**config.mk**
```make
export PLATFORM = sky130hd
export DESIGN_NAME = add_txn_initiator_flat
export DESIGN_NICKNAME = d
export VERILOG_FILES = /design/src/rtl/add_txn_initiator_if.sv /design/src/rtl/add_txn_initiator.sv /design/src/flat_wrapper.sv
export SDC_FILE = /design/constraint.sdc
export NUM_CORES = 1
export LEC_CHECK = 0
export ABC_AREA = 1
export CORE_UTILIZATION = 40
export CTS_CLUSTER_SIZE = 16
export DETAILED_ROUTE_END_ITERATION = 8
export PLACE_DENSITY = 0.7
export SYNTH_ARGS = -nofsm -noshare
export SYNTH_HDL_FRONTEND = slang
export SYNTH_SLANG_ARGS = --single-unit
```
**constraint.sdc**
```tcl
create_clock -name clk -period 1.5 [get_ports clk]
set_input_delay 0.45 -clock clk [delete_from_list [all_inputs] [get_ports clk]]
set_output_delay 0.45 -clock clk [all_outputs]
set_load 0.01 [all_outputs]
```
**src/rtl/add_txn_initiator_if.sv**
```systemverilog
// Bundle of the host request/response channels and the adder start/valid bus
// seen by the transaction initiator.
interface add_txn_initiator_if #(
  parameter int W  = 10,
  parameter int CW = 5
);
  logic          req_valid;
  logic          req_ready;
  logic [W-1:0]  req_a;
  logic [W-1:0]  req_b;

  logic          dut_start;
  logic [W-1:0]  dut_a;
  logic [W-1:0]  dut_b;
  logic [W-1:0]  dut_y;
  logic          dut_valid;

  logic          rsp_valid;
  logic          rsp_ready;
  logic [W-1:0]  rsp_y;
  logic          rsp_data_err;
  logic          rsp_lat_err;
  logic          rsp_timeout;
  logic [CW-1:0] rsp_lat;
  logic [7:0]    err_count;
  logic          spurious;

  // Initiator side
  modport master (
    input  req_valid, req_a, req_b, dut_y, dut_valid, rsp_ready,
    output req_ready, dut_start, dut_a, dut_b,
    output rsp_valid, rsp_y, rsp_data_err, rsp_lat_err, rsp_timeout, rsp_lat,
    output err_count, spurious
  );

  // Host + adder side
  modport slave (
    output req_valid, req_a, req_b, dut_y, dut_valid, rsp_ready,
    input  req_ready, dut_start, dut_a, dut_b,
    input  rsp_valid, rsp_y, rsp_data_err, rsp_lat_err, rsp_timeout, rsp_lat,
    input  err_count, spurious
  );
endinterface

```
**src/rtl/add_txn_initiator.sv**
```systemverilog
// Issues host operand pairs to a start/valid adder, checks result value and
// latency, and returns one response per transaction with running error stats.
module add_txn_initiator #(
  parameter int W       = 10,
  parameter int EXP_LAT = 2,
  parameter int TIMEOUT = 16,
  parameter int CW      = $clog2(TIMEOUT + 1)
) (
  input  logic clk,
  input  logic rst_n,
  add_txn_initiator_if.master bus
);

  typedef enum logic [1:0] {
    S_IDLE,
    S_ISSUE,
    S_WAIT,
    S_RESP
  } state_t;

  state_t        state;
  logic [W-1:0]  a_q;
  logic [W-1:0]  b_q;
  logic [W-1:0]  exp_q;
  logic [CW-1:0] lat_cnt;
  logic          start_q;
  logic          rsp_valid_q;
  logic [W-1:0]  rsp_y_q;
  logic          rsp_data_err_q;
  logic          rsp_lat_err_q;
  logic          rsp_timeout_q;
  logic [CW-1:0] rsp_lat_q;
  logic [7:0]    err_count_q;
  logic          spurious_q;

  always_ff @(posedge clk or negedge rst_n) begin
    if (!rst_n) begin
      state          <= S_IDLE;
      a_q            <= '0;
      b_q            <= '0;
      exp_q          <= '0;
      lat_cnt        <= '0;
      start_q        <= 1'b0;
      rsp_valid_q    <= 1'b0;
      rsp_y_q        <= '0;
      rsp_data_err_q <= 1'b0;
      rsp_lat_err_q  <= 1'b0;
      rsp_timeout_q  <= 1'b0;
      rsp_lat_q      <= '0;
      err_count_q    <= '0;
      spurious_q     <= 1'b0;
    end else begin
      // A result outside WAIT is never consumed, only flagged.
      if (bus.dut_valid && state != S_WAIT)
        spurious_q <= 1'b1;

      case (state)
        S_IDLE: begin
          if (bus.req_valid) begin
            a_q     <= bus.req_a;
            b_q     <= bus.req_b;
            exp_q   <= bus.req_a + bus.req_b;
            start_q <= 1'b1;
            state   <= S_ISSUE;
          end
        end

        S_ISSUE: begin
          start_q <= 1'b0;
          lat_cnt <= CW'(1);
          state   <= S_WAIT;
        end

        S_WAIT: begin
          // A valid on the final counted cycle still wins over the timeout.
          if (bus.dut_valid) begin
            rsp_y_q        <= bus.dut_y;
            rsp_lat_q      <= lat_cnt;
            rsp_data_err_q <= (bus.dut_y != exp_q);
            rsp_lat_err_q  <= (lat_cnt != CW'(EXP_LAT));
            rsp_timeout_q  <= 1'b0;
            rsp_valid_q    <= 1'b1;
            state          <= S_RESP;
          end else if (lat_cnt == CW'(TIMEOUT)) begin
            rsp_y_q        <= '0;
            rsp_lat_q      <= CW'(TIMEOUT);
            rsp_data_err_q <= 1'b0;
            rsp_lat_err_q  <= 1'b1;
            rsp_timeout_q  <= 1'b1;
            rsp_valid_q    <= 1'b1;
            state          <= S_RESP;
          end else begin
            lat_cnt <= lat_cnt + 1'b1;
          end
        end

        S_RESP: begin
          if (bus.rsp_ready) begin
            rsp_valid_q <= 1'b0;
            if ((rsp_data_err_q || rsp_lat_err_q || rsp_timeout_q) && err_count_q != 8'hFF)
              err_count_q <= err_count_q + 8'd1;
            state <= S_IDLE;
          end
        end

        default: state <= S_IDLE;
      endcase
    end
  end

  assign bus.req_ready    = (state == S_IDLE);
  assign bus.dut_start    = start_q;
  assign bus.dut_a        = a_q;
  assign bus.dut_b        = b_q;
  assign bus.rsp_valid    = rsp_valid_q;
  assign bus.rsp_y        = rsp_y_q;
  assign bus.rsp_data_err = rsp_data_err_q;
  assign bus.rsp_lat_err  = rsp_lat_err_q;
  assign bus.rsp_timeout  = rsp_timeout_q;
  assign bus.rsp_lat      = rsp_lat_q;
  assign bus.err_count    = err_count_q;
  assign bus.spurious     = spurious_q;

endmodule

```
**src/flat_wrapper.sv**
```systemverilog
// flat-port wrapper written by rule: the top's interface ports become plain ports
module add_txn_initiator_flat 
#(
  parameter int W       = 10,
  parameter int EXP_LAT = 2,
  parameter int TIMEOUT = 16,
  parameter int CW      = $clog2(TIMEOUT + 1)
)
  (clk, rst_n, bus_req_valid, bus_req_a, bus_req_b, bus_dut_y, bus_dut_valid, bus_rsp_ready, bus_req_ready, bus_dut_start, bus_dut_a, bus_dut_b, bus_rsp_valid, bus_rsp_y, bus_rsp_data_err, bus_rsp_lat_err, bus_rsp_timeout, bus_rsp_lat, bus_err_count, bus_spurious);
  add_txn_initiator_if #(.W(W), .CW(CW)) bus_i ();
  input  logic clk;
  input  logic rst_n;
  input wire logic [$bits(bus_i.req_valid)-1:0] bus_req_valid;
  input wire logic [$bits(bus_i.req_a)-1:0] bus_req_a;
  input wire logic [$bits(bus_i.req_b)-1:0] bus_req_b;
  input wire logic [$bits(bus_i.dut_y)-1:0] bus_dut_y;
  input wire logic [$bits(bus_i.dut_valid)-1:0] bus_dut_valid;
  input wire logic [$bits(bus_i.rsp_ready)-1:0] bus_rsp_ready;
  output wire logic [$bits(bus_i.req_ready)-1:0] bus_req_ready;
  output wire logic [$bits(bus_i.dut_start)-1:0] bus_dut_start;
  output wire logic [$bits(bus_i.dut_a)-1:0] bus_dut_a;
  output wire logic [$bits(bus_i.dut_b)-1:0] bus_dut_b;
  output wire logic [$bits(bus_i.rsp_valid)-1:0] bus_rsp_valid;
  output wire logic [$bits(bus_i.rsp_y)-1:0] bus_rsp_y;
  output wire logic [$bits(bus_i.rsp_data_err)-1:0] bus_rsp_data_err;
  output wire logic [$bits(bus_i.rsp_lat_err)-1:0] bus_rsp_lat_err;
  output wire logic [$bits(bus_i.rsp_timeout)-1:0] bus_rsp_timeout;
  output wire logic [$bits(bus_i.rsp_lat)-1:0] bus_rsp_lat;
  output wire logic [$bits(bus_i.err_count)-1:0] bus_err_count;
  output wire logic [$bits(bus_i.spurious)-1:0] bus_spurious;
  assign bus_i.req_valid = bus_req_valid;
  assign bus_i.req_a = bus_req_a;
  assign bus_i.req_b = bus_req_b;
  assign bus_i.dut_y = bus_dut_y;
  assign bus_i.dut_valid = bus_dut_valid;
  assign bus_i.rsp_ready = bus_rsp_ready;
  assign bus_req_ready = bus_i.req_ready;
  assign bus_dut_start = bus_i.dut_start;
  assign bus_dut_a = bus_i.dut_a;
  assign bus_dut_b = bus_i.dut_b;
  assign bus_rsp_valid = bus_i.rsp_valid;
  assign bus_rsp_y = bus_i.rsp_y;
  assign bus_rsp_data_err = bus_i.rsp_data_err;
  assign bus_rsp_lat_err = bus_i.rsp_lat_err;
  assign bus_rsp_timeout = bus_i.rsp_timeout;
  assign bus_rsp_lat = bus_i.rsp_lat;
  assign bus_err_count = bus_i.err_count;
  assign bus_spurious = bus_i.spurious;
  add_txn_initiator #(.W(W), .EXP_LAT(EXP_LAT), .TIMEOUT(TIMEOUT), .CW(CW)) u_core (.clk(clk), .rst_n(rst_n), .bus(bus_i));
endmodule
```
-- Word-level counts from Yosys, hierarchy flattened
Index checks and enable logic that the tools add are counted.
Widths: inputs -> output; s select.
- output and inout bits: 50
- logic and storage cells: 68
- register bits after elaboration: 66
- reduce and logical (&&, ||, !) cells: 16
- multiplexer cells: 22
- equality and inequality tests: 13
- $add $sub $neg: 3
- operator list (operator ; number):
    $mux 10 ; 2
    $mux 5 ; 4
    $reduce_and 3->1 ; 4
    $add 10x10->10 ; 1
    $ne 10x10->1 ; 1
    $ne 2x2->1 const B ; 5
    $pmux 5 s2 ; 1
    $add 8x1->8 const B ; 1
    $mux 1 ; 8
    $mux 2 ; 4
    $ne 8x8->1 const B ; 1
    $pmux 2 s4 ; 1
    $reduce_bool 2->1 ; 4
    $reduce_and 2->1 ; 3
    $add 5x1->5 const B ; 1
    $eq 5x5->1 const B ; 1
    $ne 5x2->1 const B ; 1
    $eq 2x2->1 const B ; 2
    $pmux 1 s2 ; 2
    $ne 3x2->1 const B ; 1
    $eq 2x1->1 const B ; 1
    $logic_and 1x1->1 ; 2
    $logic_not 2->1 ; 1
    $logic_or 1x1->1 ; 2

-- Longest topological paths before layout
Gate-level depths: netlist of the first run.
- depth in word-level cells: 4
- depth in mapped cells: 10
- gate-level depth less buffers: 10

-- Worst setup path before layout of the first run
Ideal clock, no wire load.
- kind: input-to-reg
- from: in bus_req_b[0]
- to: reg u_core.exp_q[8]
- setup slack: -0.169 ns
- required time: 1.381 ns
- buffers on the path: 0
- data arrival time: 1.550 ns
- stages: 9
- cells stage by stage: ha_1 > inv_1 > fa_1 > o21ai_1 > nand2_1 > nand2_1 > nand2_1 > nand3_1 > nand2_1
- cells in the longest elaborated chain, start to end: 1
- ends and longest elaborated chain (what ; RTL line ; source):
    start: declaration ; flat_wrapper.sv:15 ; input wire logic [$bits(bus_i.req_b)-1:0] bus_req_b;
    $add 10x10->10 ; add_txn_initiator.sv:62 ; exp_q <= bus.req_a + bus.req_b;
    end signal: assignment ; add_txn_initiator.sv:62 ;
    end: declaration ; add_txn_initiator.sv:24 ; logic [W-1:0] exp_q;
Every way passes these cells.
A chain may end at the register's enable or synchronous reset.

-- Final worst setup path of the first run
- from: reg u_core.state[1]
- to: out bus_req_ready
- cells in the longest elaborated chain, start to end: 1
- ends and longest elaborated chain (what ; RTL line ; source):
    start: declaration ; add_txn_initiator.sv:21 ; state_t state;
    start signal: assignment ; add_txn_initiator.sv:38 ; state <= S_IDLE;
    start signal: assignment ; add_txn_initiator.sv:64 ; state <= S_ISSUE;
    start signal: assignment ; add_txn_initiator.sv:71 ; state <= S_WAIT;
    $logic_not 2->1 ; add_txn_initiator.sv:111 ; assign bus.req_ready = (state == S_IDLE);
    end: declaration ; flat_wrapper.sv:19 ; output wire logic [$bits(bus_i.req_ready)-1:0] bus_req_ready;
Every way passes these cells.

==> metrics, run 1 <==
status=finished clean; Max clock buf depth=2; initial DRC count=85; DPL Wire Length=6.07 mm; Worst setup EP type=primary output; Peak supply drop=0.689 mV; wire length per cell=13.0 um; GR Overflow Total=0; global-route wire length before repair=13.7 mm; EDFF count, synth=0; slowest CP cell=dfrtp_1; synthesized area=3350 um2; Layout Area Growth over Synthesis=53.1%; #FFs+latches synth=66; CTS tree=yes; Mapped Nets=450; CP startpoint kind=register; register area share after synthesis=49.3%; static leakage power=2.65 nW; Initial Utilization=41.0%; H-tree depth=3; RSZ-0062 raised after global routing=yes; FILL cells=702; Critical Path AT=1.05 ns; Final Hold Vio Count=0; Max-Slew Margin vs Limit=76.7%; DRT Pass-1 Iters=4; vias in the first global route=3,027; Slew @ Worst Pin=0.350 ns; routed wire length=8.50 mm; Top FF cell, synth=dfrtp_1; # diodes=0; CTS Sinks=66; Hold Buf Count CTS=0; share of Yosys cell area claimed by the top area cell type=49.3%; # setup viols final=0; library cells used by synthesis=33; delay of the slowest cell on the worst path=0.39 ns; Hold Path Class=primary input to asynchronous set/reset pin; cells after synthesis=396; antenna violations before repair=0; via/cell ratio=4.80; IO Port Bufs=84; max-cap viol count=0; fin crit period=1.50 ns; Routed Antenna Nets=0; GRT Overall Usage=20.3%; CORE AREA=8180 um2; die height=93.6 um; DR vias=3,140; Clock Tree Root=clkbuf_8; layout cell share with drive strength beyond 1=24.8%; Worst-Skew Late Latency=0.34 ns; Die Wd=93.6 um; die area=8750 um2; skew final=0.00401 ns; placed insts=620; fin crit share=99.8%; most common cell in the netlist=nand2_1; CP Cell Sequence=inv_2 > ha_4 > buf_6; Critical Path RT=1.05 ns; top area cells in the synthesized netlist=dfrtp_1 (49%), nand2_1 (16%), ha_1 (6.7%); area leader, netlist=dfrtp_1; Avg Cell Area, Syn=8.47 um2; final net count=598; Synth top cells by count=nand2_1 (145), dfrtp_1 (66), inv_1 (36), o21ai_0 (19); WS Path Type=register to primary output; Achievable Freq=668 MHz; Max Slew Vio Count=0; hold_ws=0.105 ns; Setup Total Neg Slack=0 ns; top-level port count=85; pwr/cell area=1660 nW/um2; Post-synth ARST share=100%; clock slew at reported path FFs=0.07 ns; RePlAce Congestion=0.816; number of warning messages in the yosys log=0; DRC Markers=0; num rows=33; largest net degree at the start of global routing=67; CTS Buf Count=9; Final Instance Count excl. Fillers=654; maximum fanout along the worst path=2
## worst max-delay path: cells and delay by family (launching register included)
kind / cells / cell delay, ns
DFF: 1 / 0.39
buffers and inverters: 2 / 0.18
adders and majority gates: 1 / 0.14
## cell families after synthesis
family / share of synthesized area [%]
compound gates: 9.48
xor+xnor: 3.92
fa+ha+maj: 7.31
buf+inv: 5.78
flops: 49.3
simple gates: 24.3
## power by group
group | total (W) | leakage [nW] | switching, W | internal (W)
clock | 0.00150 | 0.101 | 0.000645 | 0.000858
sequential | 0.00295 | 0.828 | 0.000443 | 0.00251
combinational | 0.00407 | 1.72 | 0.00205 | 0.00201
## layout make-up
cell class,count,area (um2),share of cell area (%)
Clock buffer,14,163,3.17
Clock inverter,2,35.0,0.682
Inverter,39,154,3.00
Multi-Input combinational cell,284,1760,34.2
Sequential cell,66,1650,32.2
Tap cell,105,131,2.56
Timing Repair Buffer,143,1240,24.1
Timing Repair inverter,1,5.00,0.0975
## path summary, 6_finish.rpt
| check | from | to | slack (ns) | cells after the start |
|---|---|---|---|---|
| worst max-delay path | u_core.state[1]$_DFFE_PN0P_ | bus_req_ready | 0.003 | 3 |
| worst min-delay path | rst_n | u_core.bus.rsp_y[3]$_DFFE_PN0P_ | 0.11 | 2 |
| worst max register to register | u_core.state[0]$_DFFE_PN0P_ | u_core.bus.rsp_y[7]$_DFFE_PN0P_ | 0.02 | 7 |
| worst min register to register | u_core.bus.dut_b[9]$_DFFE_PN0P_ | u_core.bus.dut_b[9]$_DFFE_PN0P_ | 0.48 | 2 |
| max in group asynchronous | rst_n | u_core.bus.dut_a[7]$_DFFE_PN0P_ | 1.11 | 2 |
| min in group clk | bus_req_b[0] | u_core.bus.dut_b[0]$_DFFE_PN0P_ | 0.36 | 3 |
## through the flow
step	cell area (um2)	worst slack (ns)	power, W	utilization [%]
finish	5130	0.00276	0.00852	62.8
CTS	4920	-0.162	0.00819	60.2
detailed placement	4640	-0.703	0.00685	56.8
floorplan	3370	-0.0160	0.00482	-
global route	5130	-0.0428	0.00916	62.8
global placement	4640	-0.628	0.00673	56.8
## cell usage in the layout, fill, tap and decap left out, types with 3 or more instances in the layout
master / Yosys / routed
nand2_1: 145 / 137
dfrtp_1: 66 / 66
buf_4: 1 / 55
dlygate4sd2_1: 0 / 48
inv_1: 36 / 30
nand3_1: 18 / 17
o21ai_0: 19 / 16
clkdlybuf4s15_1: 0 / 16
nor2_1: 16 / 15
clkdlybuf4s50_1: 0 / 15
o21ai_1: 12 / 14
ha_4: 0 / 11
clkbuf_8: 0 / 11
nand2_2: 3 / 9
xnor2_1: 9 / 9
inv_2: 1 / 8
xor2_1: 6 / 6
a22o_2: 6 / 6
ha_1: 18 / 6
nand4_1: 4 / 4
a21oi_2: 0 / 4
a21oi_1: 8 / 4
nor2_4: 0 / 3
clkbuf_1: 3 / 3
buf_2: 3 / 3
buf_6: 1 / 3
## layer usage
| layer | GRT usage (%) | share of wire, % |
|---|---|---|
| met5 | 0 | 0 |
| met4 | 6.15 | 1.5 |
| met3 | 4.23 | 4.8 |
| met2 | 35.7 | 50 |
| met1 | 25.0 | 44 |
## what timing repair did
| action | CTS | global route |
|---|---|---|
| gates resized for setup | 95 | 53 |
| pin swaps | 8 | 13 |
| setup buffers | 8 | 8 |
| setup endpoints to repair | 85 | 67 |
| cloned | 0 | 2 |
## flip-flops by register name (all words and copies together), names as in the netlist
signal and flops:
u_core.state 2, u_core.bus.rsp_valid 1, u_core.bus.rsp_y 10, u_core.exp_q 10, u_core.bus.err_count 8, u_core.lat_cnt 5, u_core.bus.rsp_timeout 1, u_core.bus.rsp_lat_err 1
u_core.bus.dut_b 10, u_core.bus.rsp_lat 5, u_core.bus.dut_start 1, u_core.bus.dut_a 10, u_core.bus.spurious 1, u_core.bus.rsp_data_err 1
Note: power is estimated with default switching activity, not from simulation.
==> run 2, diff against run 1 <==
--- a/config.mk
+++ b/config.mk
@@ -7,8 +7,10 @@
 export LEC_CHECK = 0
 export ABC_AREA = 1
 export CORE_UTILIZATION = 40
+export CTS_CLUSTER_DIAMETER = 150
 export CTS_CLUSTER_SIZE = 16
 export DETAILED_ROUTE_END_ITERATION = 8
+export MAX_ROUTING_LAYER = met4
 export PLACE_DENSITY = 0.7
 export SYNTH_ARGS = -nofsm -noshare
 export SYNTH_HDL_FRONTEND = slang
==> metrics, run 2 (synthesis results as in run 1) <==
Max-Slew Margin vs Limit=76.8% (+0.17 points); Max clock buf depth=2 (unchanged); fin crit period=1.49 ns (-0.00254 ns); Setup Total Neg Slack=0 ns (unchanged); routed wire length=8.50 mm (about the same); IO Port Bufs=84 (unchanged); RR Startpoint=u_core.state[0]$_DFFE_PN0P_; commonest non-fill, non-tap cell in the layout=nand2_1; design internal power=0.00537 W (-0.24%); Layout Area Growth over Synthesis=52.9%; max-cap viol count=0 (unchanged); DPL Wire Length=6.07 mm (unchanged); placed insts=620 (unchanged); CORE AREA=8180 um2 (unchanged); Total Power=0.00850 W (-0.18%); vias in the first global route=3,016 (-0.36%); Initial Utilization=41.0% (unchanged); skew final=0.00421 ns (+0.000196 ns); fin crit share=99.6% (-0.17 points); static leakage power=2.66 nW (+0.25%); Final Instance Count excl. Fillers=654 (unchanged); # diodes=0 (unchanged); FF/Latch Area=1650 um2 (unchanged); global-route wire length before repair=13.7 mm (about the same); commonest non-fill, non-tap cells in the layout=nand2_1 (137), dfrtp_1 (66), buf_4 (55); R2R Path End=u_core.bus.rsp_y[7]$_DFFE_PN0P_; FILL cells=705 (+0.43%); DRT Pass-1 Iters=4 (unchanged); GRT Overall Usage=20.9% (+0.55 points); Die Wd=93.6 um (unchanged); Worst-Skew Late Latency=0.34 ns (about the same); CTS Buf Count=9 (unchanged); clock slew at reported path FFs=0.07 ns (about the same); Achievable Freq=669 MHz (+0.17%); largest net degree at the start of global routing=67 (unchanged); Routed Antenna Nets=0 (unchanged); die height=93.6 um (unchanged); Clock Power Share=17.7% (about the same); Peak supply drop=0.686 mV (-0.50%); P_sw=0.00314 W (about the same); sequential share of power=34.7% (about the same); initial DRC count=93 (+9.4%); RePlAce Congestion=0.829 (+1.5%); pwr/cell area=1660 nW/um2 (about the same); # setup viols final=0 (unchanged); DRC Markers=0 (unchanged); H-tree depth=3 (unchanged); RSZ-0062 raised after global routing=yes; die area=8750 um2 (unchanged); r2r setup slk=0.02 ns (about the same); via/cell ratio=4.79 (-0.16%); DR vias=3,135 (-0.16%); layout cell share with drive strength beyond 1=24.8% (unchanged); antenna violations before repair=0 (unchanged); Clock Tree Root=clkbuf_8; multi-input logic area=1760 um2 (unchanged); wire length per cell=13.0 um (about the same); WS Path Type=register to primary output; status=finished clean; Max Slew Vio Count=0 (unchanged); CTS tree=yes; Hold Buf Count CTS=0 (unchanged); GR Overflow Total=0 (unchanged); maximum fanout along the worst path=2 (unchanged); path depth of the worst reg2reg path=7 (unchanged); Sw Ratio=36.9% (+0.039 points); final net count=598 (unchanged); Critical Path RT=1.05 ns (about the same); Hold Path Class=primary input to asynchronous set/reset pin; CTS Sinks=66 (unchanged); top-level port count=85 (unchanged); Final Hold Vio Count=0 (unchanged); Worst setup EP type=primary output; CP startpoint kind=register; Logic pwr share=47.6% (about the same); num rows=33 (unchanged); Slew @ Worst Pin=0.348 ns (-0.00258 ns); Critical Path AT=1.04 ns (about the same)
run 2: per-stage QoR:
stage,hold WS (ns),util (%),instance area [um2],setup WS (ns)
6_report,0.108,62.7,5130,0.00531
5_1_grt,0.125,62.7,5130,-0.0394
4_1_cts,0.121,60.2,4920,-0.162
3_3_place_gp,0.459,56.8,4640,-0.628
3_5_place_dp,0.464,56.8,4640,-0.703
2_1_floorplan,0.154,-,3370,-0.0160
run 2: how the worst max path moves through the flow:
| stage | cells after the start | endpoint | slack [ns] | startpoint |
|---|---|---|---|---|
| after global routing | 3 | bus_req_ready | -0.04 | u_core.state[1]$_DFFE_PN0P_ |
| final | 3 | bus_req_ready | 0.005 | u_core.state[1]$_DFFE_PN0P_ |
| after floorplan | 9 | u_core.exp_q[6]$_DFFE_PN0P_ | -0.02 | bus_req_b[0] |
| after CTS | 3 | bus_req_ready | -0.16 | u_core.state[0]$_DFFE_PN0P_ |
| after global placement | 10 | u_core.exp_q[8]$_DFFE_PN0P_ | -0.63 | bus_req_b[0] |
| after detailed placement | 10 | u_core.exp_q[6]$_DFFE_PN0P_ | -0.70 | bus_req_b[0] |
run 2: critical path, stage by stage, from the launching register on:
cell and delay, ns:
dfrtp_1 0.39, inv_2 0.08, ha_4 0.14, buf_6 0.09
run 2: per-layer routing:
layer / track usage, % / share of wire [%]
met1: 25.1 / 44
met5: - / 0
met4: 7.69 / 1.6
met3: 3.25 / 4.8
met2: 35.5 / 50
run 2: area by class of cell:
cell class,instances,area share (%)
repair buffers,143,24.0
flip-flops and latches,66,32.2
repair inverters,1,0.0976
inverters,39,3.00
multi-input cells,284,34.3
clock buffers,14,3.17
clock inverters,2,0.683
well taps,105,2.56
run 2: power by group through the flow:
stage          combinational [W]  clock, W  sequential, W
4_1_cts                  0.00371   0.00154        0.00293
5_1_grt                  0.00448   0.00163        0.00302
3_3_place_gp             0.00374         0        0.00299
2_1_floorplan            0.00162         0        0.00319
3_5_place_dp             0.00384         0        0.00300
6_report                 0.00405   0.00151        0.00295
run 2: what timing repair did:
| action | CTS | global route |
|---|---|---|
| buffers inserted | 8 | 8 |
| cloned | 0 | 2 |
| pin swaps | 8 | 14 |
| resized for setup | 95 | 46 |
| setup endpoints to repair | 85 | 63 |
==> run 3, diff against run 2 <==
--- a/config.mk
+++ b/config.mk
@@ -11,7 +11,7 @@
 export CTS_CLUSTER_SIZE = 16
 export DETAILED_ROUTE_END_ITERATION = 8
 export MAX_ROUTING_LAYER = met4
-export PLACE_DENSITY = 0.7
+export PLACE_DENSITY = 0.68
 export SYNTH_ARGS = -nofsm -noshare
 export SYNTH_HDL_FRONTEND = slang
 export SYNTH_SLANG_ARGS = --single-unit
==> metrics, run 3 (synthesis results as in run 1) <==
fin crit period=1.53 ns (+0.0318 ns); CTS tree=yes; Routed Antenna Nets=0 (unchanged); Achievable Freq=655 MHz (-2.1%); DR vias=3,165 (+0.96%); Worst setup EP type=primary output; Critical Path RT=1.05 ns (about the same); pwr/cell area=1640 nW/um2 (-1.3%); Slew @ Worst Pin=0.353 ns (+0.00543 ns); commonest non-fill, non-tap cells in the layout=nand2_1 (135), dfrtp_1 (66), dlygate4sd2_1 (59); maximum fanout along the worst path=2 (unchanged); GRT Overall Usage=20.5% (-0.34 points); Hold Path Class=primary input to asynchronous set/reset pin; clock slew at reported path FFs=0.07 ns (about the same); commonest non-fill, non-tap cell in the layout=nand2_1; Max Slew Vio Count=0 (unchanged); die area=8750 um2 (unchanged); DRT met1 WL=3.86 mm (+3.7%); fin crit share=102% (+2.1 points); Final Instance Count excl. Fillers=648 (-0.92%); status=complete, but fails checks; initial DRC count=90 (-3.2%); WS Path Type=register to primary output; Clock Tree Root=clkbuf_8; final net count=592 (-1.0%); Final Hold Vio Count=0 (unchanged); Total Power=0.00841 W (-1.1%); Layout Area Growth over Synthesis=53.2%; placed insts=618 (-0.32%); post-route setup slack=-0.0265 ns (-0.0318 ns); skew final=0.00490 ns (+0.000695 ns); largest net degree at the start of global routing=67 (unchanged); Critical Path AT=1.08 ns (+0.04 ns); num rows=33 (unchanged); global-route wire length before repair=13.5 mm (-1.6%); RSZ-0062 raised after global routing=yes; top-level port count=85 (unchanged); IO Port Bufs=84 (unchanged); vias in the first global route=3,020 (+0.13%); Max-Slew Margin vs Limit=76.5% (-0.36 points); Top Layer Used=met4; failing checks=negative setup slack; antenna violations before repair=0 (unchanged); Peak supply drop=0.728 mV (+6.2%); GR Overflow Total=0 (unchanged); RePlAce Congestion=0.863 (+4.2%); static leakage power=2.66 nW (about the same); CP startpoint kind=register; routed wire length=8.78 mm (+3.2%); Worst-Skew Late Latency=0.34 ns (about the same); DR WL met3=406 um (-0.98%); Hold Buf Count CTS=0 (unchanged); Die Wd=93.6 um (unchanged); # diodes=0 (unchanged); FILL cells=709 (+0.57%); die height=93.6 um (unchanged); CTS Buf Count=9 (unchanged); max-cap viol count=0 (unchanged); DRT Pass-1 Iters=4 (unchanged); wire length per cell=13.5 um (+4.2%); DPL Wire Length=5.78 mm (-4.8%); # setup viols final=1 (+1); layout cell share with drive strength beyond 1=25.4% (+0.64 points); DRC Markers=0 (unchanged); Max clock buf depth=2 (unchanged); via/cell ratio=4.88 (+1.9%); Setup Total Neg Slack=-0.0265 ns (-0.0265 ns); CORE AREA=8180 um2 (unchanged); CTS Sinks=66 (unchanged); Initial Utilization=41.0% (unchanged); H-tree depth=3 (unchanged); met2 routed WL=4.37 mm (+3.2%)
run 3: cell types whose count changed in the layout (fill, tap and decap cells not counted), moves of 2 or more:
cell             change
o21ai_0              -2
o21ai_1              +2
nand2_4              +2
clkdlybuf4s15_1      -7
dlygate4sd2_1        +6
buf_4                -8
a21oi_1              -2
ha_2                 +2
nand2_1              -2
run 3: final timing paths:
kind / start / end / slack, ns / cells past startpoint
min in group clk: bus_req_b[0] / u_core.bus.dut_b[0]$_DFFE_PN0P_ / 0.36 / 3
worst min register to register: u_core.bus.rsp_lat[3]$_DFFE_PN0P_ / u_core.bus.rsp_lat[3]$_DFFE_PN0P_ / 0.48 / 2
worst min-delay path: rst_n / u_core.bus.rsp_valid$_DFFE_PN0P_ / 0.11 / 2
worst max register to register: u_core.bus.err_count[0]$_DFFE_PN0P_ / u_core.bus.err_count[7]$_DFFE_PN0P_ / 0 / 10
worst max-delay path: u_core.state[1]$_DFFE_PN0P_ / bus_req_ready / -0.03 / 3
max in group asynchronous: rst_n / u_core.bus.rsp_timeout$_DFFE_PN0P_ / 1.10 / 2
run 3: worst max-delay path, cell delays in order (launching register included):
cell and delay, ns:
dfrtp_1 0.38, inv_1 0.08, ha_2 0.18, buf_6 0.10
run 3: area by class of cell:
class | count | area (um2) | share of cell area (%)
Tap cell | 105 | 131 | 2.56
Clock buffer | 14 | 173 | 3.36
Timing Repair Buffer | 137 | 1210 | 23.6
Clock inverter | 2 | 10.0 | 0.195
Multi-Input combinational cell | 284 | 1800 | 35.1
Inverter | 39 | 154 | 3.00
Timing Repair inverter | 1 | 6.26 | 0.122
Sequential cell | 66 | 1650 | 32.2
run 3: what timing repair did:
item / in CTS / in global routing
pin swaps: 9 / 12
hold endpoints to repair: 0 / 0
gates resized for setup: 100 / 49
cloned: 0 / 3
buffers inserted: 4 / 7
endpoints found under the setup margin: 85 / 58
run 3: where the power goes:
group          internal [W]  switching (W)
Clock              0.000733       0.000672
Combinational       0.00200        0.00207
Sequential          0.00250       0.000427
run 3: per-layer routing:
| layer | GRT usage (%) | vias up |
|---|---|---|
| met5 | - | - |
| met4 | 8.21 | 0 |
| met3 | 2.85 | 13 |
| met2 | 35.0 | 89 |
| met1 | 24.6 | 1510 |
| li1 | - | 1553 |
run 3: stage by stage:
stage	instance area [um2]	hold WS (ns)	utilization (%)	setup WS, ns
detailed placement	4640	0.469	56.7	-0.671
CTS	4890	0.138	59.9	-0.0459
global placement	4640	0.457	56.7	-0.626
global route	5140	0.150	62.8	-0.0908
finish	5140	0.114	62.8	-0.0265
floorplan	3370	0.154	-	-0.0160
